===== src/rtl/trigger_time_reader.sv =====
// Host-side master for the triggerer serial shift-out port: raises DAT_ENA, toggles DAT_CLK and samples DAT_OUT MSB-first.
// Latency: 1 + 2*ENA_SETUP + 2*CLK_DIV*WORD_WIDTH clk per word; start is ignored while busy (no queueing).
module trigger_time_reader #(
  parameter int WORD_WIDTH  = 24,
  parameter int CLK_DIV     = 6,
  parameter int ENA_SETUP   = 4,
  parameter int SYNC_STAGES = 2
) (
  input  logic                  clk,
  input  logic                  rst,
  input  logic                  start,
  output logic                  busy,
  output logic [WORD_WIDTH-1:0] word,
  output logic                  word_valid,
  output logic                  dat_ena,
  output logic                  dat_clk,
  input  logic                  dat_in
);

  localparam int HP_MAX = (CLK_DIV > ENA_SETUP) ? CLK_DIV : ENA_SETUP;
  localparam int HP_W   = (HP_MAX > 1) ? $clog2(HP_MAX) : 1;
  localparam int BIT_W  = $clog2(WORD_WIDTH + 1);

  localparam logic [HP_W-1:0]  HP_SETUP = HP_W'(ENA_SETUP - 1);
  localparam logic [HP_W-1:0]  HP_DIV   = HP_W'(CLK_DIV - 1);
  localparam logic [BIT_W-1:0] BIT_LAST = BIT_W'(WORD_WIDTH);

  typedef enum logic [2:0] {
    S_IDLE,
    S_SETUP,
    S_LOW,
    S_HIGH,
    S_GAP
  } state_t;

  state_t                r_state;
  state_t                w_state_nxt;
  logic [HP_W-1:0]       r_hp_cnt;
  logic [HP_W-1:0]       w_hp_cnt_nxt;
  logic [BIT_W-1:0]      r_bit_cnt;
  logic [BIT_W-1:0]      w_bit_cnt_nxt;
  logic [WORD_WIDTH-1:0] r_shift;
  logic [WORD_WIDTH-1:0] w_shift_nxt;
  logic [WORD_WIDTH-1:0] r_word;
  logic [WORD_WIDTH-1:0] w_word_nxt;
  logic                  w_word_valid_nxt;
  logic                  r_word_valid;
  logic                  r_busy;
  logic                  r_dat_ena;
  logic                  r_dat_clk;
  logic [SYNC_STAGES-1:0] r_sync;
  logic                  w_dat_sync;
  logic                  w_hp_done;

  assign w_dat_sync = r_sync[SYNC_STAGES-1];
  assign w_hp_done  = (r_hp_cnt == '0);

  always_ff @(posedge clk) begin
    if (rst) begin
      r_sync <= '0;
    end else begin
      r_sync <= {r_sync[SYNC_STAGES-2:0], dat_in};
    end
  end

  // Every phase lasts (reload value + 1) cycles; the counter is reloaded on each state entry.
  always_comb begin
    w_state_nxt      = r_state;
    w_hp_cnt_nxt     = w_hp_done ? r_hp_cnt : (r_hp_cnt - HP_W'(1));
    w_bit_cnt_nxt    = r_bit_cnt;
    w_shift_nxt      = r_shift;
    w_word_nxt       = r_word;
    w_word_valid_nxt = 1'b0;
    case (r_state)
      S_IDLE: begin
        if (start) begin
          w_state_nxt   = S_SETUP;
          w_hp_cnt_nxt  = HP_SETUP;
          w_bit_cnt_nxt = '0;
          w_shift_nxt   = '0;
        end
      end
      S_SETUP: begin
        if (w_hp_done) begin
          w_state_nxt  = S_LOW;
          w_hp_cnt_nxt = HP_DIV;
        end
      end
      S_LOW: begin
        if (w_hp_done) begin
          w_state_nxt   = S_HIGH;
          w_hp_cnt_nxt  = HP_DIV;
          w_shift_nxt   = {r_shift[WORD_WIDTH-2:0], w_dat_sync};
          w_bit_cnt_nxt = r_bit_cnt + BIT_W'(1);
        end
      end
      S_HIGH: begin
        if (w_hp_done) begin
          if (r_bit_cnt < BIT_LAST) begin
            w_state_nxt  = S_LOW;
            w_hp_cnt_nxt = HP_DIV;
          end else begin
            w_state_nxt      = S_GAP;
            w_hp_cnt_nxt     = HP_SETUP;
            w_word_nxt       = r_shift;
            w_word_valid_nxt = 1'b1;
          end
        end
      end
      S_GAP: begin
        if (w_hp_done) begin
          w_state_nxt = S_IDLE;
        end
      end
      default: begin
        w_state_nxt = S_IDLE;
      end
    endcase
  end

  // Pin-level outputs are decoded from the next state so they change on the same edge as the FSM.
  always_ff @(posedge clk) begin
    if (rst) begin
      r_state      <= S_IDLE;
      r_hp_cnt     <= '0;
      r_bit_cnt    <= '0;
      r_shift      <= '0;
      r_word       <= '0;
      r_word_valid <= 1'b0;
      r_busy       <= 1'b0;
      r_dat_ena    <= 1'b0;
      r_dat_clk    <= 1'b0;
    end else begin
      r_state      <= w_state_nxt;
      r_hp_cnt     <= w_hp_cnt_nxt;
      r_bit_cnt    <= w_bit_cnt_nxt;
      r_shift      <= w_shift_nxt;
      r_word       <= w_word_nxt;
      r_word_valid <= w_word_valid_nxt;
      r_busy       <= (w_state_nxt != S_IDLE);
      r_dat_ena    <= (w_state_nxt == S_SETUP) || (w_state_nxt == S_LOW) ||
                      (w_state_nxt == S_HIGH);
      r_dat_clk    <= (w_state_nxt == S_HIGH);
    end
  end

  assign busy       = r_busy;
  assign word       = r_word;
  assign word_valid = r_word_valid;
  assign dat_ena    = r_dat_ena;
  assign dat_clk    = r_dat_clk;

endmodule


===== config.mk =====
export PLATFORM = sky130hd
export DESIGN_NAME = trigger_time_reader
export DESIGN_NICKNAME = d
export VERILOG_FILES = /design/src/rtl/trigger_time_reader.sv
export SDC_FILE = /design/constraint.sdc
export NUM_CORES = 1
export LEC_CHECK = 0
export ABC_AREA = 0
export CORE_MARGIN = 1
export CORE_UTILIZATION = 58
export DETAILED_ROUTE_END_ITERATION = 8
export PLACE_DENSITY_LB_ADDON = 0.05
export SLEW_MARGIN = 20
export SYNTH_ARGS = -nofsm -noshare
export SYNTH_HDL_FRONTEND = slang
export SYNTH_SLANG_ARGS = --single-unit

===== constraint.sdc =====
create_clock -name clk -period 3.9 [get_ports clk]
set_clock_uncertainty 0.2 [all_clocks]
set_input_delay 0.78 -clock clk [delete_from_list [all_inputs] [get_ports clk]]
set_output_delay 0.78 -clock clk [all_outputs]
set_load 0.05 [all_outputs]

==> results.ini, run 1 <==
[drt]
antenna_left=0
dr_total_vias=1836
drt_pre_antenna_iters=4
drc=0
drtIter0Drc=109
wl_per_cell_um=14.3
drt_wl_total_um=4720
via_per_inst=5.58

[die]
io_pins=32
start_util_pct=61.8
die_y_um=68.2
die-area_mm2=0.00465
core_mm2=0.00412
chipWidth_um=68.2
placementRows=23

[layout]
layout-drive-gt1-share_pct=7.53
nFillCells=303
multiInputGateArea_mm2=0.00110
area.growth.synth_to_final_pct=20.7
layout_commonest_cell=dfxtp_1
diodes=0
fin_nets=282
seqCellArea_mm2=0.00130
fin_util_pct=74.6
layout_common_cells=65 x dfxtp_1, 50 x nand2b_1, 31 x clkdlybuf4s50_1

[yosys]
syn_area_mm2=0.00254
async_flop_share_pct=0
ys_types=36
synth_edf_count=0
synth_seq_cells=65
synthTopCellsByArea=dfxtp_1 51%, nand2b_1 12%, mux2i_1 9.4%, o22ai_1 5.7%, ha_1 2.0%
netlist_instances=248
synth_top_area_share_pct=51.2
syn_nets=256
ys_seq_area_share_pct=51.2
synth_top_family_by_area=simple AND/OR/NAND/NOR gates
synthFlopType=dfxtp_1
synth-xor-area-share_pct=0.344
synth.area.mux_share_pct=9.44
synth_fa_ha_area_share_pct=1.97
syn_area_per_cell_um2=10.3
yosysTopAreaCell=dfxtp_1
synth-compound-area-share_pct=12.4
synth-simple-area-share_pct=19.2
yosysWarnings=0

[setup_path]
cp_num_buf_inv=1
crit_arrival_ns=1.51
cp_top_family=buffers and inverters
end_kind=output pin
crit_path_start_kind=flop
path_max_fanout=2
worstPathRequired_ns=2.92
crit_type=flop to output pin
crit_path_top_delay_cell=clkdlybuf4s50_1
cp_cell_sequence=clkdlybuf4s50_1
cpPeakStageDelay_ns=0.81

[grt]
grt_usage_pct=22.8
grt_first_pass_wirelength_um=7500
grt_max_degree=66
grt_pass1_vias=1605
grt-ovfl-total=0
antenna_found_initial=0

[clocking]
clkSlewWorstSetupHoldPaths_ns=0.07
cts_setup_buffers=0
clkSinkCount=65
postCtsResizedCells=0
cts_tree=built
htree_levels=3
clock_latency_ns=0.34
postCtsHoldBufs=0
cts_made_buffers=9
clock_path_buffers=2
root_buffer=clkbuf_8

[power]
powerDensity_mw_per_mm2=512
pwr-share-clk_pct=44.2
p_seq_share_pct=44.4
ir_drop_uv=370
power.internal_mw=1.18
switchingPower_mw=0.389
swShare_pct=24.8
p_comb_share_pct=11.4
p_leak_nw=1.21

[place]
post-dp-hpwl_um=2710
gp_congestion=0.812
port_buffers=31

[timing]
finalMaxSlewViolations=0
period_needed_ns=2.49
setup_viol=0
relSlewSlack_pct=43.5
setup_tns_ns=0
tightest_slew_ns=0.845
finalHoldViolations=0
rsz0062_at_grt=no
max_freq_ghz=0.401
post-route-period-util_pct=64.0

[outcome]
status=finished clean

[flow_run]
drv_cap=0

[min_path]
hold_class=flop to flop

per-stage QoR:
step,total power [mW],instance area (um2),setup slack [ns],hold slack (ns),std cells
3_3_place_gp,0.883,2830,1.54,0.229,313
6_report,1.57,3070,1.41,0.243,329
2_1_floorplan,0.856,2540,2.15,0.214,248
3_5_place_dp,0.888,2830,1.51,0.228,313
5_1_grt,1.63,3070,1.37,0.277,329
4_1_cts,1.58,3070,1.40,0.246,329
logic make-up (layout without fill, tap and decap cells):
family	after synthesis	count (layout)
and+or+nand+nor	80	80
DFF	65	65
AOI/OAI and AO/OA	48	48
buffers and inverters	26	57
muxes	24	24
adders and majority gates	4	4
xor gates and xnor gates	1	1
final timing paths:
path,start,end,slack (ns),cells after the start
setup reg to reg,r_hp_cnt[0],word[21],1.68,6
hold / removal,r_sync[0],r_sync[1],0.24,1
setup / recovery,word[18],word[18],1.41,1
hold reg to reg,r_sync[0],r_sync[1],0.24,1
worst reg2reg max path, cell delays in order (launching register included):
cell      delay [ns]
dfxtp_1         0.31
inv_1           0.08
ha_1            0.21
nand3b_1        0.33
or3_1           0.46
buf_4           0.28
mux2i_1         0.20
state kept, by name, indices dropped and copies added (netlist names):
name        cells
r_state         3
r_sync          2
dat_ena         1
word_valid      1
busy            1
r_shift        24
word           24
dat_clk         1
r_bit_cnt       5
r_hp_cnt        3
synth_stat cells, types with 3 or more instances:
cell / count
o22ai_1: 23
mux2i_1: 24
nor4_1: 3
a21oi_1: 7
a211oi_1: 3
buf_6: 4
clkbuf_1: 9
nand3_1: 4
o31ai_1: 4
inv_1: 7
nor2b_1: 6
buf_2: 4
nand2_1: 3
ha_1: 4
nand2b_1: 50
or4_1: 3
nor2_1: 3
dfxtp_1: 65
cell type report:
class,instances,share of cell area [%]
Timing Repair Buffer,34,10.8
Sequential cell,65,42.4
Clock inverter,6,3.75
Multi-Input combinational cell,157,36.0
Clock buffer,10,4.16
Tap cell,50,2.04
Inverter,7,0.856
routing by layer:
metal  vias up  part of all wire (%)  wire length, um  global-route usage, %
met5         -                     0                0                      0
met4         0                   2.5              117                   13.3
met3        10                   4.3              204                   6.50
met2        46                    44             2090                   34.8
met1       851                    49             2310                   28.5
li1        929                     -                -                      -
power groups by stage:
stage | combinational, mW | clock (mW) | sequential [mW]
floorplan | 0.142 | 0 | 0.714
global placement | 0.172 | 0 | 0.711
detailed placement | 0.175 | 0 | 0.712
CTS | 0.178 | 0.702 | 0.697
global route | 0.198 | 0.736 | 0.700
finish | 0.180 | 0.694 | 0.697
Power figures use the tool's default switching activity.
==> inputs of run 2 (changes only) <==
- CORE_UTILIZATION: 58 -> 54
- clock period: 3.9 -> 2.4 ns (I/O delays scaled with it)
==> run 2 against run 1 <==
  * The flow now finishes with violations (design-rule violations)
  * Largest cell class unchanged
  * Critical path depth unchanged
  * Clock-buffer cell count up 1
  * Register-to-register slack worse by 1.2 ns
  * Global-route usage decreased by 2.3 points
  * Setup slack worse by 1.2 ns
  * Sequential power increased by 62%
  * Sequential share of layout area grew 0.24 points
  * Sequential cell count unchanged
  * Via count is 1.4% lower
  * First-iteration DRC count increased by 95%
==> results.ini, run 2 (synthesized netlist as in run 1, its figures left out) <==
[outcome]
status=complete, but fails checks
violations=design-rule violations

[setup_path]
cp_top_family=buffers and inverters
crit_type=flop to output pin
crit_path_top_delay_cell=clkdlybuf4s50_1
cp_num_buf_inv=1  ; unchanged
cp_cell_sequence=clkdlybuf4s50_1
path_max_fanout=2  ; unchanged
crit_arrival_ns=1.49  ; -0.02 ns
worstPathRequired_ns=1.72  ; -1.20 ns
end_kind=output pin
crit_path_start_kind=flop
cpPeakStageDelay_ns=0.81  ; about the same

[clocking]
root_buffer=clkbuf_8
clock_path_buffers=2  ; unchanged
clock_latency_ns=0.34  ; about the same
clkSinkCount=65  ; unchanged
cts_made_buffers=9  ; unchanged
clkSlewWorstSetupHoldPaths_ns=0.07  ; about the same
htree_levels=3  ; unchanged
postCtsHoldBufs=0  ; unchanged
cts_tree=built
cts_setup_buffers=0  ; unchanged
postCtsResizedCells=0  ; unchanged

[place]
place_ws_ns=0.433  ; -1.08 ns
port_buffers=31  ; unchanged
gp_congestion=0.798  ; -1.8%
post-dp-hpwl_um=2650  ; -2.5%

[drt]
wl_per_cell_um=13.4  ; -6.7%
antenna_left=0  ; unchanged
drt_wl_total_um=4470  ; -5.3%
via_per_inst=5.42  ; -2.9%
drt_pre_antenna_iters=6  ; +2
dr_total_vias=1810  ; -1.4%
drc=2  ; +2
drtIter0Drc=213  ; +95%

[grt]
grt_usage_pct=20.5  ; -2.3 points
antenna_found_initial=0  ; unchanged
grt_first_pass_wirelength_um=7780  ; +3.7%
grt_max_degree=66  ; unchanged
grt_use_met3_pct=7.69  ; +1.2 points
met2_usage_pct=29.9  ; -4.9 points
grt_use_met1_pct=26.0  ; -2.5 points
top_usage_layer=met2
grt_pass1_vias=1716  ; +6.9%
grt-ovfl-total=0  ; unchanged

[die]
die_y_um=70.6  ; +3.5%
core_mm2=0.00444  ; +8.0%
chipWidth_um=70.6  ; +3.5%
io_pins=32  ; unchanged
start_util_pct=57.2  ; -4.6 points
die-area_mm2=0.00499  ; +7.2%
placementRows=24  ; +4.3%

[power]
switchingPower_mw=0.603  ; +55%
swShare_pct=26.0  ; +1.2 points
p_seq_share_pct=48.9  ; +4.5 points
power.internal_mw=1.72  ; +45%
pwr-share-clk_pct=38.1  ; -6.1 points
p_leak_nw=1.20  ; -0.48%
ir_drop_uv=494  ; +34%
p_comb_share_pct=13.0  ; +1.6 points
powerDensity_mw_per_mm2=760  ; +49%

[layout]
layout_commonest_cell=dfxtp_1
diodes=0  ; unchanged
fin_nets=285  ; +1.1%
area.growth.synth_to_final_pct=20.0
layout-drive-gt1-share_pct=8.16  ; +0.63 points
nFillCells=371  ; +22%
layout_common_cells=65 x dfxtp_1, 50 x nand2b_1, 31 x clkdlybuf4s50_1

[timing]
setup_tns_ns=0  ; unchanged
tightest_slew_ns=0.496  ; -0.349 ns
postLayoutSetupSlackWorst_ns=0.228  ; -1.18 ns
post-route-period-util_pct=90.5
finalHoldViolations=0  ; unchanged
max_freq_ghz=0.460
rsz0062_at_grt=no
relSlewSlack_pct=66.8  ; +23 points
finalMaxSlewViolations=0  ; unchanged
setup_viol=0  ; unchanged
period_needed_ns=2.17

[flow_run]
drv_cap=0  ; unchanged

[min_path]
hold_class=flop to flop

==> run 2: cell count changes in the layout (fill, tap and decap cells not counted), sizes merged <==
cell	change
clkinv	+2
clkbuf	+1
buf	+3
inv	-1
bufinv	-2
==> run 2: path summary, 6_finish.rpt <==
path,from,endpoint,slack [ns],cells past startpoint
setup reg to reg,r_state[0],word[23],0.52,4
hold / removal,r_sync[0],r_sync[1],0.25,1
hold reg to reg,r_sync[0],r_sync[1],0.25,1
setup / recovery,word[1],word[1],0.23,1
==> run 2: stage by stage <==
| stage | instances | utilization [%] | cell area [um2] | power [mW] | hold slack [ns] |
|---|---|---|---|---|---|
| final | 334 | 68.7 | 3050 | 2.32 | 0.250 |
| after global routing | 334 | 68.7 | 3050 | 2.44 | 0.256 |
| after CTS | 334 | 68.7 | 3050 | 2.34 | 0.255 |
| after detailed placement | 318 | 64.5 | 2870 | 1.46 | 0.247 |
| after global placement | 318 | 64.5 | 2870 | 1.46 | 0.245 |
| after floorplan | 248 | - | 2540 | 1.39 | 0.214 |
==> run 2: power groups by stage <==
stage               combinational [mW]  sequential, mW  clock, mW
finish                           0.302            1.13      0.884
global route                     0.336            1.14      0.968
CTS                              0.302            1.13      0.908
detailed placement               0.301            1.16          0
global placement                 0.299            1.16          0
floorplan                        0.231            1.16          0
==> run 2: routing by layer <==
layer | share of wire (%) | vias to the layer above
met1 | 52 | 847
met2 | 42 | 27
met5 | 0 | -
li1 | - | 930
met4 | 0.98 | 0
met3 | 4.3 | 6
==> run 2: layout make-up <==
class	instances	area (um2)	share of cell area, %
multi-input combinational	157	1100	36.2
inverter	7	26.3	0.861
clock buffer	11	131	4.30
tap	52	65.1	2.13
clock inverter	5	56.3	1.84
timing repair buffer	37	368	12.0
sequential	65	1300	42.6
